[config.mk]
export PLATFORM = sky130hd
export DESIGN_NAME = qam4_frame_mapper
export DESIGN_NICKNAME = d
export VERILOG_FILES = /design/src/rtl/qam4_frame_mapper.sv
export SDC_FILE = /design/constraint.sdc
export NUM_CORES = 1
export LEC_CHECK = 0
export CAP_MARGIN = 20
export CORE_MARGIN = 2
export CORE_UTILIZATION = 29
export CTS_CLUSTER_DIAMETER = 60
export DETAILED_ROUTE_END_ITERATION = 12
export SLEW_MARGIN = 20
export SYNTH_ARGS = -nofsm -noshare
export SYNTH_HDL_FRONTEND = slang
export SYNTH_SLANG_ARGS = --single-unit
[constraint.sdc]
create_clock -name Clk -period 4.1 [get_ports Clk]
set_input_delay 0.82 -clock Clk [delete_from_list [all_inputs] [get_ports Clk]]
set_output_delay 0.82 -clock Clk [all_outputs]
set_load 0.02 [all_outputs]
[src/rtl/qam4_frame_mapper.sv]
// Byte stream to framed 4QAM symbols for the OTFS modulator, with start pulse and inter-frame gap.
// Define QAM4_SCRAMBLER_EN to XOR each symbol's bits with a PRBS7 (x^7+x^6+1) stream.
module qam4_frame_mapper #(
  parameter int          FRAME_SYMS = 4096,
  parameter int          FRAME_GAP  = 8500,
  parameter logic [11:0] QAM_AMP    = 12'h5A8
) (
  input  logic        Clk,
  input  logic        Srst,
  input  logic        Enable,
  input  logic        BitDataValid,
  input  logic [7:0]  BitData,
  output logic        BitDataReady,
  output logic        Start,
  output logic        QAMDataValid,
  output logic [11:0] QAMDataRe,
  output logic [11:0] QAMDataIm,
  output logic [1:0]  QAMData_instruct,
  output logic        FrameBusy,
  output logic        FrameDone
);
  typedef enum logic [1:0] {IDLE, START, MAP, GAP} state_t;

  localparam logic [11:0] QAM_NEG     = ~QAM_AMP + 12'd1;
  localparam logic [15:0] LAST_SYM    = 16'(FRAME_SYMS - 1);
  localparam logic [15:0] FRAME_BYTES = 16'(FRAME_SYMS / 4);
  localparam logic [15:0] LAST_GAP    = 16'(FRAME_GAP - 1);

  state_t      state;
  state_t      state_next;
  logic [15:0] sym_cnt;
  logic [15:0] byte_cnt;
  logic [15:0] gap_cnt;
  logic [7:0]  hold;
  logic        full;
  logic [1:0]  pair;
  logic        issue;
  logic        last_sym;
  logic        accept;
  logic [1:0]  raw_bits;
  logic [1:0]  sym_bits;
  logic [1:0]  scr_bits;

`ifdef QAM4_SCRAMBLER_EN
  logic [6:0] lfsr;
  logic [6:0] lfsr_adv;

  // Two LFSR steps per symbol; the bit shifted out first scrambles b[1].
  always_comb begin
    scr_bits = lfsr[6:5];
    lfsr_adv = {lfsr[4:0], lfsr[6] ^ lfsr[5], lfsr[5] ^ lfsr[4]};
  end

  always_ff @(posedge Clk) begin
    if (Srst || state == START) begin
      lfsr <= 7'h7F;
    end else if (issue) begin
      lfsr <= lfsr_adv;
    end
  end
`else
  assign scr_bits = 2'b00;
`endif

  always_comb begin
    issue        = (state == MAP) && full;
    last_sym     = issue && (sym_cnt == LAST_SYM);
    // Take a new byte only when the holding register is free or its last pair leaves now.
    BitDataReady = (state == MAP) && (!full || (pair == 2'd3 && issue)) && (byte_cnt < FRAME_BYTES);
    accept       = BitDataValid && BitDataReady;

    raw_bits = hold[7:6];
    case (pair)
      2'd0:    raw_bits = hold[7:6];
      2'd1:    raw_bits = hold[5:4];
      2'd2:    raw_bits = hold[3:2];
      default: raw_bits = hold[1:0];
    endcase
    sym_bits = raw_bits ^ scr_bits;

    state_next = state;
    case (state)
      IDLE:    if (Enable) state_next = START;
      START:   state_next = MAP;
      MAP:     if (last_sym) state_next = GAP;
      GAP:     if (gap_cnt == LAST_GAP) state_next = IDLE;
      default: state_next = IDLE;
    endcase
  end

  always_ff @(posedge Clk) begin
    if (Srst) begin
      state            <= IDLE;
      sym_cnt          <= 16'd0;
      byte_cnt         <= 16'd0;
      gap_cnt          <= 16'd0;
      hold             <= 8'd0;
      full             <= 1'b0;
      pair             <= 2'd0;
      Start            <= 1'b0;
      QAMDataValid     <= 1'b0;
      QAMDataRe        <= 12'd0;
      QAMDataIm        <= 12'd0;
      QAMData_instruct <= 2'b00;
      FrameBusy        <= 1'b0;
      FrameDone        <= 1'b0;
    end else begin
      state            <= state_next;
      Start            <= (state_next == START);
      FrameBusy        <= (state_next != IDLE);
      QAMDataValid     <= issue;
      FrameDone        <= last_sym;
      QAMDataRe        <= issue ? (sym_bits[1] ? QAM_AMP : QAM_NEG) : 12'd0;
      QAMDataIm        <= issue ? (sym_bits[0] ? QAM_NEG : QAM_AMP) : 12'd0;
      QAMData_instruct <= issue ? sym_bits : 2'b00;

      if (state == GAP) gap_cnt <= gap_cnt + 16'd1;
      else              gap_cnt <= 16'd0;

      if (state == START) begin
        sym_cnt  <= 16'd0;
        byte_cnt <= 16'd0;
        pair     <= 2'd0;
        full     <= 1'b0;
      end

      if (issue) sym_cnt <= sym_cnt + 16'd1;

      if (accept) begin
        hold     <= BitData;
        full     <= 1'b1;
        pair     <= 2'd0;
        byte_cnt <= byte_cnt + 16'd1;
      end else if (issue) begin
        pair <= pair + 2'd1;
        if (pair == 2'd3) full <= 1'b0;
      end
    end
  end
endmodule

==> metrics.md <==
| Metric | Value |
|---|---|
| Total track usage | `11.4%` |
| DR vias/cell | `4.99` |
| Root Buffer | `clkbuf_16` |
| Final design utilization | `35.3%` |
| RR Endpoint | `byte_cnt[10]` |
| Final Hold Viols | `0` |
| Setup bufs post-CTS | `0` |
| Seq cells post-synth | `70` |
| Worst-Margin Slew | `0.912 ns` |
| Leak | `1.40 nW` |
| Reg2reg setup slack | `1.90 ns` |
| Worst-Skew Late Latency | `0.33 ns` |
| Layout cell share with drive strength beyond 1 | `7.32%` |
| CP required | `3.28 ns` |
| Seq pwr share | `43.6%` |
| WHS Path Cells | `1` |
| CP endpoint kind | `primary output` |
| Clock-pin slew on the worst setup and hold paths | `0.05 ns` |
| Sw Pwr | `0.344 mW` |
| Gate power share | `4.8%` |
| CTS resizes | `0` |
| Number of synthesized flops with an enable pin | `0` |
| WS Path Type | `flip-flop to primary output` |
| Max cap viols | `0` |
| GP Congestion | `0.791` |
| PD cells | `397 nW/um2` |
| Routed wire length | `7070 um` |
| CTS tree | `yes` |
| Yosys top cell area share | `41.7%` |
| Slowest Stage Delay on Critical Path | `0.60 ns` |
| DRC | `0` |
| Primary FF master, synth | `dfxtp_1` |
| Sequential share of the synthesized area | `41.7%` |
| Synth top cells by count | `dfxtp_1 (70), nor2_1 (34), a21oi_1 (30)` |
| Final Max Tran Viols | `0` |
| Final HPWL DP | `4850 um` |
| Die Ht | `112 um` |
| Critical path, cell by cell | `or4_4 -> nand4b_4 -> inv_1 -> clkdlybuf4s50_1` |
| Area of the die | `12500 um2` |
| Hold Startpoint | `byte_cnt[12]` |
| Pre-antenna DRT Iters | `4` |
| RSZ-0062 raised after global routing | `no` |
| Internal power | `1.25 mW` |
| Largest net degree at the start of global routing | `26` |
| CTS sink count | `70` |
| Cell variety after synth | `50` |
| First-pass GRT wire length | `11800 um` |
| Slowest library cell on the worst path | `clkdlybuf4s50_1` |
| Yosys top cell by area | `dfxtp_1` |
| TritonCTS buffer count | `9` |
| Syn_area_per_cell | `8.58 um2` |
| Antenna Nets Post-Route | `0` |
| Fin Clk Skew | `0.00727 ns` |
| Status | `finished clean` |
| IO Pins | `43` |
| Worst hold margin | `0.462 ns` |
| Vias in the first global route | `2638` |
| # setup viols final | `0` |
| Fin crit share | `73.8%` |
| Total power | `1.59 mW` |
| Htree depth | `3` |
| Layout net count | `425` |
| Grt ovf | `0` |
| Cells after synthesis | `392` |
| Netlist Area Pre-Place | `3360 um2` |
| Setup TNS | `0 ns` |
| Worst Hold End | `byte_cnt[12]` |
| R2R depth | `4` |
| Crit path time final | `3.03 ns` |
| Peak VDD IR | `0.000226 V` |
| Filler cells | `1150` |
| Initial antenna violation count | `0` |
| Clock buffer depth | `2` |
| Count leader, synth | `dfxtp_1` |
| Switch share | `21.6%` |
| Max-Slew Margin vs Limit | `38.9%` |
| YS warnings | `0` |
| Worst r2r src | `byte_cnt[12]` |
| Crit Path Max Fanout | `20` |
| Rows | `39` |
| Hold-fix buffers, CTS | `0` |
| Initial DRC count | `130` |
| WL/cell | `12.8 um` |
| Via count | `2760` |
| Fmax | `330 MHz` |
| Area grow syn2layout | `19.2%` |
| Core Area | `11400 um2` |
| Critical path launch point type | `flip-flop` |
| Die Wd | `112 um` |
| Top cells by area, synth | `dfxtp_1 (42%), buf_4 (4.7%), a21oi_1 (4.5%), nand3_1 (4.2%), nor2_1 (3.8%)` |
| Clock share of power | `51.6%` |
| Data arrival, critical path | `2.21 ns` |
| Class of the worst hold path | `flip-flop to flip-flop` |
| Ys async rst share | `0%` |
| Input/output buffers | `36` |
| N_diodes | `0` |
| Initial Util | `29.6%` |
[worst max-delay path: cells and delay by family, from the launching register on]
| family | cells | cell delay (ns) |
|---|---|---|
| buf+inv | 2 | 0.71 |
| flops | 1 | 0.30 |
| simple gates | 2 | 0.87 |
[metal layers]
layer,vias to the layer above,share of wire [%],track usage [%]
li1,1415,-,-
met1,1272,46,13.7
met2,65,48,18.9
met3,8,4.0,3.05
met4,0,1.6,5.43
met5,-,0,0
[state kept, by name, indices dropped and copies added, names as in the netlist]
register,cells
byte_cnt,16
gap_cnt,16
sym_cnt,16
hold,8
QAMDataRe,3
pair,2
state,2
FrameBusy,1
FrameDone,1
QAMDataIm,1
QAMDataValid,1
QAMData_instruct,1
Start,1
full,1
[power by group through the flow]
stage | Combinational [mW] | Sequential [mW] | Clock, mW
final | 0.0762 | 0.694 | 0.821
after global routing | 0.0840 | 0.695 | 0.865
after CTS | 0.0771 | 0.694 | 0.836
after detailed placement | 0.0762 | 0.709 | 0
after global placement | 0.0752 | 0.709 | 0
after floorplan | 0.0570 | 0.707 | 0
[stage by stage]
stage               instance area (um2)  std cells  setup WS [ns]
finish                             4010        553           1.07
global route                       4010        553          0.986
CTS                                4010        553           1.05
detailed placement                 3690        537           1.40
global placement                   3690        537           1.40
floorplan                          3380        397           1.83
[layout make-up]
cell class / instances / area, um2 / area share [%]
multi-input combinational: 281 / 1720 / 42.9
clock inverter: 6 / 86.3 / 2.15
timing repair buffer: 38 / 375 / 9.36
clock buffer: 10 / 229 / 5.71
tap: 143 / 179 / 4.46
sequential: 70 / 1400 / 35.0
inverter: 5 / 18.8 / 0.468
[placed cells by master, fill, tap and decap left out, types with 9 or more instances in the layout]
master,n
nand3_1,28
o21ai_0,14
nand2_1,28
nor2_1,34
nor3_1,11
dfxtp_1,70
nand4_1,9
and2_1,11
a21oi_1,30
clkdlybuf4s50_1,36
clkbuf_16,9
[logic make-up (layout without fill, tap and decap cells)]
| group | after synthesis | in the layout | synth area share [%] |
|---|---|---|---|
| AND/OR/NAND/NOR | 180 | 180 | 29.7 |
| flip-flops | 70 | 70 | 41.7 |
| AO/OA/AOI/OAI | 68 | 68 | 12.5 |
| buffers and inverters | 46 | 59 | 7.74 |
| XOR/XNOR | 10 | 10 | 2.61 |
| multiplexers | 9 | 9 | 2.75 |
| adder cells (fa/ha/maj) | 8 | 8 | 2.98 |
| other | 1 | 6 | 0.112 |
[worst max path at each step]
stage	startpoint	to	cells past startpoint
floorplan	byte_cnt[12]	BitDataReady	5
global placement	byte_cnt[12]	BitDataReady	4
detailed placement	byte_cnt[12]	BitDataReady	4
CTS	byte_cnt[12]	BitDataReady	4
global route	byte_cnt[12]	BitDataReady	4
finish	byte_cnt[12]	BitDataReady	4
(Power assumes the default switching activity.)
